--- src/rtl/down_sample_pkg.sv ---
// Shared definitions for the down_sample pipeline: default widths, the pixel
// and ctrl_vars vector types, and the index maps for window taps and ctrl_vars.
package down_sample_pkg;

    localparam int DATA_W   = 16;
    localparam int CTRL_W   = 16;
    localparam int NUM_TAPS = 4;
    localparam int NUM_CTRL = 4;

    typedef logic [DATA_W-1:0] pixel_t;
    typedef logic [NUM_CTRL-1:0][CTRL_W-1:0] ctrl_vec_t;

    // Window tap positions relative to the current pixel (x, y)
    localparam int TAP_NW = 0;  // (x-1, y-1)
    localparam int TAP_N  = 1;  // (x,   y-1)
    localparam int TAP_W  = 2;  // (x-1, y)
    localparam int TAP_C  = 3;  // (x,   y)

    // ctrl_vars element positions
    localparam int CV_ZERO = 0;
    localparam int CV_C    = 1;
    localparam int CV_Y    = 2;
    localparam int CV_X    = 3;

endpackage

--- src/rtl/avg_pool_2x2_stage_if.sv ---
// Stream bundle between the stencil line buffer, the pooling stage and the
// pooled-output buffer write port.
interface avg_pool_2x2_stage_if #(
    parameter int DATA_W = 16,
    parameter int CTRL_W = 16
);
    logic                         in_valid;
    logic [3:0][DATA_W-1:0]       in_taps;
    logic [3:0][CTRL_W-1:0]       cur_ctrl_vars;
    logic                         out_wen;
    logic [3:0][CTRL_W-1:0]       out_ctrl_vars;
    logic [DATA_W-1:0]            out_data;
    logic                         frame_done;

    modport master (
        output in_valid, in_taps,
        input  cur_ctrl_vars, out_wen, out_ctrl_vars, out_data, frame_done
    );

    modport slave (
        input  in_valid, in_taps,
        output cur_ctrl_vars, out_wen, out_ctrl_vars, out_data, frame_done
    );
endinterface

--- src/rtl/avg_pool_iter_counter.sv ---
// Nested x/y/c iteration counter. x is innermost; each level wraps into the
// next. flush overrides the enable and returns every level to zero.
module avg_pool_iter_counter
    import down_sample_pkg::*;
#(
    parameter int IMG_W    = 64,
    parameter int IMG_H    = 64,
    parameter int CHANNELS = 4,
    parameter int CTRL_W   = 16
) (
    input  logic              clk,
    input  logic              rst_n,
    input  logic              en,
    input  logic              flush,
    output logic [CTRL_W-1:0] x,
    output logic [CTRL_W-1:0] y,
    output logic [CTRL_W-1:0] c,
    output logic              x_last,
    output logic              y_last,
    output logic              c_last
);
    localparam logic [CTRL_W-1:0] X_MAX = CTRL_W'(IMG_W - 1);
    localparam logic [CTRL_W-1:0] Y_MAX = CTRL_W'(IMG_H - 1);
    localparam logic [CTRL_W-1:0] C_MAX = CTRL_W'(CHANNELS - 1);
    localparam logic [CTRL_W-1:0] ONE   = CTRL_W'(1);

    logic [CTRL_W-1:0] x_q, x_d, y_q, y_d, c_q, c_d;

    assign x      = x_q;
    assign y      = y_q;
    assign c      = c_q;
    assign x_last = (x_q == X_MAX);
    assign y_last = (y_q == Y_MAX);
    assign c_last = (c_q == C_MAX);

    // Next position: step x, carry into y and then c on each wrap
    always_comb begin
        x_d = x_q;
        y_d = y_q;
        c_d = c_q;
        if (flush) begin
            x_d = '0;
            y_d = '0;
            c_d = '0;
        end else if (en) begin
            if (x_last) begin
                x_d = '0;
                if (y_last) begin
                    y_d = '0;
                    c_d = c_last ? '0 : c_q + ONE;
                end else begin
                    y_d = y_q + ONE;
                end
            end else begin
                x_d = x_q + ONE;
            end
        end
    end

    // Position registers
    always_ff @(posedge clk or negedge rst_n) begin
        if (!rst_n) begin
            x_q <= '0;
            y_q <= '0;
            c_q <= '0;
        end else begin
            x_q <= x_d;
            y_q <= y_d;
            c_q <= c_d;
        end
    end

endmodule

--- src/rtl/avg_pool_2x2_stage.sv ---
// Streaming 2x2 average pool. Tracks the input position, fires on the pixel
// that completes a 2x2 window (x odd, y odd), forms two pair sums in stage 1
// and the floored mean in stage 2, and writes it at the halved coordinates.
module avg_pool_2x2_stage
    import down_sample_pkg::*;
#(
    parameter int DATA_W   = 16,
    parameter int IMG_W    = 64,
    parameter int IMG_H    = 64,
    parameter int CHANNELS = 4,
    parameter int CTRL_W   = 16
) (
    input  logic                 clk,
    input  logic                 rst_n,
    input  logic                 flush,
    avg_pool_2x2_stage_if.slave  bus
);
    localparam int SUM_W = DATA_W + 1;
    localparam int ACC_W = DATA_W + 2;

    // Mean of four taps given as two pair sums; the sum fits ACC_W bits, so
    // the floored quotient always fits DATA_W and never needs saturation.
    function automatic logic [DATA_W-1:0] avg_floor(input logic [SUM_W-1:0] a,
                                                    input logic [SUM_W-1:0] b);
        logic [ACC_W-1:0] acc;
        acc = {1'b0, a} + {1'b0, b};
        return acc[ACC_W-1:2];
    endfunction

    logic [CTRL_W-1:0] x, y, c;
    logic              x_last, y_last, c_last;
    logic              fire;

    avg_pool_iter_counter #(
        .IMG_W    (IMG_W),
        .IMG_H    (IMG_H),
        .CHANNELS (CHANNELS),
        .CTRL_W   (CTRL_W)
    ) u_iter (
        .clk    (clk),
        .rst_n  (rst_n),
        .en     (bus.in_valid),
        .flush  (flush),
        .x      (x),
        .y      (y),
        .c      (c),
        .x_last (x_last),
        .y_last (y_last),
        .c_last (c_last)
    );

    assign bus.cur_ctrl_vars[CV_ZERO] = '0;
    assign bus.cur_ctrl_vars[CV_C]    = c;
    assign bus.cur_ctrl_vars[CV_Y]    = y;
    assign bus.cur_ctrl_vars[CV_X]    = x;

    assign fire = bus.in_valid & ~flush & x[0] & y[0];

    logic                         vld_p1_q, vld_p1_d;
    logic [SUM_W-1:0]             s0_p1_q, s0_p1_d, s1_p1_q, s1_p1_d;
    logic [3:0][CTRL_W-1:0]       ctrl_p1_q, ctrl_p1_d;
    logic                         last_p1_q, last_p1_d;

    logic                         vld_p2_q, vld_p2_d;
    logic                         fd_p2_q, fd_p2_d;
    logic [DATA_W-1:0]            data_p2_q, data_p2_d;
    logic [3:0][CTRL_W-1:0]       ctrl_p2_q, ctrl_p2_d;

    // ---- stage 1: pair sums and output coordinates, captured on fire ----
    always_comb begin
        vld_p1_d  = fire;
        s0_p1_d   = s0_p1_q;
        s1_p1_d   = s1_p1_q;
        ctrl_p1_d = ctrl_p1_q;
        last_p1_d = last_p1_q;
        if (fire) begin
            s0_p1_d            = {1'b0, bus.in_taps[TAP_NW]} + {1'b0, bus.in_taps[TAP_N]};
            s1_p1_d            = {1'b0, bus.in_taps[TAP_W]} + {1'b0, bus.in_taps[TAP_C]};
            ctrl_p1_d[CV_ZERO] = '0;
            ctrl_p1_d[CV_C]    = c;
            ctrl_p1_d[CV_Y]    = y >> 1;
            ctrl_p1_d[CV_X]    = x >> 1;
            last_p1_d          = x_last & y_last & c_last;
        end
    end

    // Stage 1 valid
    always_ff @(posedge clk or negedge rst_n) begin
        if (!rst_n) vld_p1_q <= 1'b0;
        else        vld_p1_q <= vld_p1_d;
    end

    // Stage 1 payload; only meaningful while vld_p1_q is set
    always_ff @(posedge clk) begin
        s0_p1_q   <= s0_p1_d;
        s1_p1_q   <= s1_p1_d;
        ctrl_p1_q <= ctrl_p1_d;
        last_p1_q <= last_p1_d;
    end

    // ---- stage 2: floored mean; flush drops the in-flight window ----
    always_comb begin
        vld_p2_d  = vld_p1_q & ~flush;
        fd_p2_d   = vld_p1_q & last_p1_q & ~flush;
        data_p2_d = data_p2_q;
        ctrl_p2_d = ctrl_p2_q;
        if (vld_p2_d) begin
            data_p2_d = avg_floor(s0_p1_q, s1_p1_q);
            ctrl_p2_d = ctrl_p1_q;
        end
    end

    // Output registers; data and coordinates hold between writes
    always_ff @(posedge clk or negedge rst_n) begin
        if (!rst_n) begin
            vld_p2_q  <= 1'b0;
            fd_p2_q   <= 1'b0;
            data_p2_q <= '0;
            ctrl_p2_q <= '0;
        end else begin
            vld_p2_q  <= vld_p2_d;
            fd_p2_q   <= fd_p2_d;
            data_p2_q <= data_p2_d;
            ctrl_p2_q <= ctrl_p2_d;
        end
    end

    assign bus.out_wen       = vld_p2_q;
    assign bus.frame_done    = fd_p2_q;
    assign bus.out_data      = data_p2_q;
    assign bus.out_ctrl_vars = ctrl_p2_q;

endmodule
--- src/flat_wrapper.sv ---
// flat-port wrapper written by rule: the top's interface ports become plain ports
module avg_pool_2x2_stage_flat import down_sample_pkg::*;
#(
    parameter int DATA_W   = 16,
    parameter int IMG_W    = 64,
    parameter int IMG_H    = 64,
    parameter int CHANNELS = 4,
    parameter int CTRL_W   = 16
)
  (clk, rst_n, flush, bus_in_valid, bus_in_taps, bus_cur_ctrl_vars, bus_out_wen, bus_out_ctrl_vars, bus_out_data, bus_frame_done);
  avg_pool_2x2_stage_if #(.DATA_W(DATA_W), .CTRL_W(CTRL_W)) bus_i ();
  input  logic clk;
  input  logic rst_n;
  input  logic flush;
  input wire logic [$bits(bus_i.in_valid)-1:0] bus_in_valid;
  input wire logic [$bits(bus_i.in_taps)-1:0] bus_in_taps;
  output wire logic [$bits(bus_i.cur_ctrl_vars)-1:0] bus_cur_ctrl_vars;
  output wire logic [$bits(bus_i.out_wen)-1:0] bus_out_wen;
  output wire logic [$bits(bus_i.out_ctrl_vars)-1:0] bus_out_ctrl_vars;
  output wire logic [$bits(bus_i.out_data)-1:0] bus_out_data;
  output wire logic [$bits(bus_i.frame_done)-1:0] bus_frame_done;
  assign bus_i.in_valid = bus_in_valid;
  assign bus_i.in_taps = bus_in_taps;
  assign bus_cur_ctrl_vars = bus_i.cur_ctrl_vars;
  assign bus_out_wen = bus_i.out_wen;
  assign bus_out_ctrl_vars = bus_i.out_ctrl_vars;
  assign bus_out_data = bus_i.out_data;
  assign bus_frame_done = bus_i.frame_done;
  avg_pool_2x2_stage #(.DATA_W(DATA_W), .IMG_W(IMG_W), .IMG_H(IMG_H), .CHANNELS(CHANNELS), .CTRL_W(CTRL_W)) u_core (.clk(clk), .rst_n(rst_n), .flush(flush), .bus(bus_i));
endmodule
--- config.mk ---
export PLATFORM = sky130hd
export DESIGN_NAME = avg_pool_2x2_stage_flat
export DESIGN_NICKNAME = d
export VERILOG_FILES = /design/src/rtl/down_sample_pkg.sv /design/src/rtl/avg_pool_2x2_stage_if.sv /design/src/rtl/avg_pool_iter_counter.sv /design/src/rtl/avg_pool_2x2_stage.sv /design/src/flat_wrapper.sv
export SDC_FILE = /design/constraint.sdc
export NUM_CORES = 1
export LEC_CHECK = 0
export ABC_AREA = 1
export ABC_CLOCK_PERIOD_IN_PS = 25800
export CELL_PAD_IN_SITES_DETAIL_PLACEMENT = 2
export CELL_PAD_IN_SITES_GLOBAL_PLACEMENT = 2
export CORE_MARGIN = 2
export CORE_UTILIZATION = 30
export DETAILED_ROUTE_END_ITERATION = 10
export PLACE_DENSITY = 0.9
export SETUP_SLACK_MARGIN = 0.1
export SLEW_MARGIN = 20
export SYNTH_ARGS = -nofsm -noshare
export SYNTH_HDL_FRONTEND = slang
export SYNTH_SLANG_ARGS = --single-unit
--- constraint.sdc ---
create_clock -name clk -period 25.8 [get_ports clk]
set_input_delay 5.16 -clock clk [delete_from_list [all_inputs] [get_ports clk]]
set_output_delay 5.16 -clock clk [all_outputs]
set_load 0.005 [all_outputs]
### Yosys cells after proc, flatten, opt, wreduce, memory -nomap -nowiden

Cells that the tools add are included.

| cells by class | value |
|---|---|
| add/subtract/negate cells | 6 |
| eq/ne operators | 3 |
| multiplexer cells | 12 |
| bitwise gates (word level) | 9 |
| reductions and logical operators | 5 |

Operators with widths:

| kind | count |
|---|---|
| two-way mux 16 bit | 12 |
| adder 16 x 1 -> 16 bit (second input constant) | 3 |
| adder 16 x 16 -> 17 bit | 2 |
| == test 16 x 6 -> 1 bit (second input constant) | 2 |
| adder 17 x 17 -> 18 bit | 1 |
| == test 16 x 2 -> 1 bit (second input constant) | 1 |
| AND 1 bit | 8 |
| nonzero test 2 bit | 3 |
| AND reduction 3 bit | 1 |
| AND reduction 2 bit | 1 |
| NOT 1 bit | 1 |

| storage, ports and cells | value |
|---|---|
| flip-flop bits (word level) | 194 |
| input bits | 68 |
| output and inout bits | 146 |
| logic and storage cells | 51 |

### Depth between registers and ports, before layout

| depth | value |
|---|---|
| depth after elaboration | 6 |
| depth in mapped cells | 12 |
| depth with buffers taken out | 12 |

### Cells and area by module

From an unflattened synthesis, not the netlist that was laid out.

| unflattened totals | value |
|---|---|
| cell total of the unflattened synthesis | 1247 |
| area, all modules | 10616.4 µm² |

By module, submodules not included:

| module | instances | cells an instance | area each (µm²) |
|---|---|---|---|
| avg_pool_2x2_stage | 1 | 768 | 7447.1 |
| avg_pool_iter_counter | 1 | 479 | 3169.3 |

### Worst setup path after synthesis

Ideal clock, no wire load.

| path | value |
|---|---|
| path type | input -> register |
| start | input flush |
| end | register u_core.vld_p1_q |
| data arrival time | 13.156 ns |
| setup slack | 11.737 ns |
| stages | 2 |
| path buffers | 1 |
| cell sequence | clkbuf_1 nor4_1 |

| between the ends | value |
|---|---|
| longest elaborated chain between the ends | 4 |

Ends and longest elaborated chain:

| what | RTL line | text |
|---|---|---|
| start: declaration | flat_wrapper.sv:14 | `input logic flush;` |
| NOT 1 bit | avg_pool_2x2_stage.sv:57 | `assign fire = bus.in_valid & ~flush & x[0] & y[0];` |
| AND 1 bit (3 in series) | avg_pool_2x2_stage.sv:57 |  |
| via u_core.fire | avg_pool_2x2_stage.sv:32 | `logic fire;` |
| end signal: assignment | avg_pool_2x2_stage.sv:90 | `else vld_p1_q <= vld_p1_d;` |
| end: declaration | avg_pool_2x2_stage.sv:59 | `logic vld_p1_q, vld_p1_d;` |

The timed path passes the listed nets, and every way through them passes these cells.
A chain may end at the register's enable or synchronous reset.

### Worst setup path after layout

| path | value |
|---|---|
| start | input flush |
| end | register u_core.data_p2_q[14] (netlist: u_core.bus.out_data[14]) |

| between the ends | value |
|---|---|
| longest elaborated chain between the ends | 2 |

Ends and longest elaborated chain:

| what | RTL line | text |
|---|---|---|
| NOT 1 bit | avg_pool_2x2_stage.sv:103 | `vld_p2_d = vld_p1_q & ~flush;` |
| AND 1 bit | avg_pool_2x2_stage.sv:103 |  |
| end signal: assignment | avg_pool_2x2_stage.sv:123 | `data_p2_q <= data_p2_d;` |
| end: declaration | avg_pool_2x2_stage.sv:66 | `logic [DATA_W-1:0] data_p2_q, data_p2_d;` |

No other way between the ends.

==> summary.md <==
| Metric | Value |
|---|---|
| H-Tree Depth | 4 |
| Most frequent cells in the layout | nand2_1, clkdlybuf4s50_1, dfrtp_1 |
| I/O Buffers | 179 |
| Largest net degree at the start of global routing | 83 |
| Hold buffer count at CTS | 0 |
| Sequential fraction of the synthesis area | 50.3% |
| Worst-path clk slew | 70 ps |
| Fin. max-slew vios | 0 |
| Die X | 191 um |
| Syn Inst Count | 1183 |
| CTS tree | built |
| Post_cts resized | 0 |
| CP Capture Type | flop |
| DP Wirelength | 26600 um |
| Minimum clock period | 7500 ps |
| Worst hold path class | reg -> reg |
| Clock buffer depth | 2 |
| Die Y | 191 um |
| Outcome | finished clean |
| N_diodes | 0 |
| Crit Path Category | in -> reg |
| Met1 wire length | 14900 um |
| Synth async-reset ratio | 58.2% |
| Hold path start | u_core.ctrl_p1_q[18]$_DFFE_PP_ |
| Share of cells above drive strength 1 | 6.33% |
| Critical path launch point type | input pin |
| Setup Buffers After CTS | 0 |
| Relative slew margins | 42.1% |
| Layout Nets | 1483 |
| Std-Cell Rows | 68 |
| Commonest non-fill, non-tap cell in the layout | nand2_1 |
| WP data arrival | 7810 ps |
| Syn_area_per_cell | 8.85 um2 |
| Worst-skew pair later-pin latency | 450 ps |
| Final Hold Fails | 0 |
| Initial antenna violation count | 0 |
| Grt total ovfl | 0 |
| First-pass GRT wire length | 57300 um |
| Critical path required time | 26110 ps |
| Gr usage total | 20.1% |
| Layout area overhead | 26.5% |
| Core ar. | 34500 um2 |
| Reg2reg end | u_core.u_iter.c[6]$_DFFE_PN0P_ |
| Worst Skew | 24.1 ps |
| Post-place instance area | 12600 um2 |
| Remaining DRCs | 0 |
| Worst reg-to-reg path cell count | 9 |
| Pleak | 0.00570 uW |
| CTS root buffer | clkbuf_16 |
| Pwr per Cell Area | 71.4 nW/um2 |
| Post-synth EDFFs | 81 |
| Netlist Area Pre-Place | 10500 um2 |
| Final Cell Area | 13200 um2 |
| Max FO, Critical Path | 56 |
| Die ar. | 36400 um2 |
| MaxCap Viol Count | 0 |
| Fmax | 133 MHz |
| Setup_tns | 0 ps |
| Hold path cells | 2 |
| Hold Path Sink | u_core.bus.out_ctrl_vars[18]$_DFFE_PN0P_ |
| Wire per inst | 19.5 um |
| Primary FF master, synth | dfrtp_1 |
| Worst-Margin Slew | 868 ps |
| Number of CTS-inserted buffers | 17 |
| Dominant cell type by area after synthesis | dfrtp_1 |
| Distinct cells, synth | 44 |
| Final setup fails | 0 |
| Reg2Reg Launch Point | u_core.u_iter.x[1]$_DFFE_PN0P_ |
| Clk sinks | 194 |
| I/O Pins | 214 |
| Largest cells by area after synthesis | dfrtp_1, edfxtp_1, nand2_1 |
| Detail Route Antenna Nets | 0 |
| Met2 wire len | 18800 um |
| DRT iter0 DRCs | 407 |
| Via density | 4.91 |
| WL met3 | 1020 um |
| Yosys warning count | 0 |
| Peak supply drop | 0.0478 mV |
| Worst reg2reg setup slack | 23640 ps |
| Max Used Layer | met4 |
| Unrepaired setup endpoints after global routing | false |
| Initial Util | 30.4% |
| Pre-antenna DRT Iters | 4 |
| Vias | 8994 |
| WL final | 35600 um |
| GPL Wtd Cong | 0.862 |
| Tcrit/Tclk final | 29.1% |
| #FFs+latches synth | 194 |
| Number of global-route vias before repair | 10300 |
| Post-synth top area share | 27.0% |
| Critical path origin | flush |
-- cell type report --
class	instances	area, um2
Clock inverter	14	188
Sequential cell	194	5260
Tap cell	455	569
Clock buffer	18	439
Inverter	82	314
Multi-Input combinational cell	885	4650
Timing Repair Buffer	182	1820
Fill cell	3817	21200
-- worst max-delay path, cell delays in order --
cell and delay [ps]:
clkdlybuf4s50_1 860, inv_2 440, nand2_2 190, clkinv_2 670, nand3_1 360, nand2_1 70
-- cells by family (layout without fill, tap and decap cells) --
| logic type | Yosys count | after routing | synth area share [%] |
|---|---|---|---|
| flip-flops | 194 | 194 | 50.3 |
| other | 1 | 34 | 0.0358 |
| buffers and inverters | 137 | 296 | 6.57 |
| AND/OR/NAND/NOR | 613 | 613 | 25.6 |
| XOR/XNOR | 44 | 44 | 3.68 |
| adder cells (fa/ha/maj) | 53 | 53 | 6.48 |
| AO/OA/AOI/OAI | 141 | 141 | 7.41 |
-- metrics by stage --
stage	hold slack (ps)	total power, uW	util (%)	cells	setup WS (ps)
after floorplan	418	512	-	1216	11740
after global placement	420	658	36.6	1798	18070
after detailed placement	436	673	36.6	1798	17880
after CTS	449	959	38.4	1830	18340
after global routing	477	998	38.4	1830	18060
final	446	946	38.4	1830	18300
-- where the power goes --
part	internal [uW]	total (uW)	switching (uW)
clock	143	282	138
combinational	132	245	112
sequential	378	420	41.7
total	653	946	292
-- state kept, by name, indices dropped and copies added (netlist names) --
name	flops
u_core.bus.frame_done	1
u_core.bus.out_ctrl_vars	46
u_core.bus.out_data	16
u_core.bus.out_wen	1
u_core.ctrl_p1_q	46
u_core.last_p1_q	1
u_core.s0_p1_q	17
u_core.s1_p1_q	17
u_core.u_iter.c	16
u_core.u_iter.x	16
u_core.u_iter.y	16
u_core.vld_p1_q	1
-- synthesized netlist by cell type, types with 3 or more instances --
| library cell | instances |
|---|---|
| nand2_1 | 372 |
| dfrtp_1 | 113 |
| nor2_1 | 82 |
| edfxtp_1 | 81 |
| inv_1 | 75 |
| nand3_1 | 71 |
| a21oi_1 | 62 |
| ha_1 | 51 |
| o21ai_0 | 39 |
| buf_4 | 34 |
| xor2_1 | 29 |
| nand4_1 | 18 |
| nor3_1 | 18 |
| o21ai_1 | 15 |
| xnor2_1 | 15 |
| buf_2 | 9 |
| nand2_2 | 9 |
| o21ai_2 | 9 |
| clkbuf_1 | 8 |
| nand3b_1 | 8 |
| nor4_1 | 7 |
| inv_2 | 6 |
| nor2_4 | 6 |
| a21o_1 | 5 |
| buf_6 | 4 |
| nor2_2 | 4 |
| o21bai_1 | 4 |
| or2_2 | 4 |
| nand3_2 | 3 |
| nor3_2 | 3 |
-- how the worst max path moves through the flow --
| stage | cells past startpoint | to | slack [ps] |
|---|---|---|---|
| final | 6 | u_core.bus.out_data[14]$_DFFE_PN0P_ | 18300 |
| after global routing | 6 | u_core.bus.out_data[10]$_DFFE_PN0P_ | 18060 |
| after CTS | 6 | u_core.bus.out_ctrl_vars[44]$_DFFE_PN0P_ | 18340 |
| after detailed placement | 6 | u_core.bus.out_ctrl_vars[61]$_DFFE_PN0P_ | 17880 |
| after global placement | 6 | u_core.bus.out_data[8]$_DFFE_PN0P_ | 18070 |
| after floorplan | 2 | u_core.vld_p1_q$_DFF_PN0_ | 11740 |
-- routing by layer --
layer / vias to the layer above / GRT usage, %
met1: 4531 / 24.3
li1: 4225 / -
met5: - / 0
met2: 188 / 37.1
met3: 50 / 2.32
met4: 0 / 5.93
Note: power is estimated with default switching activity, not from simulation.
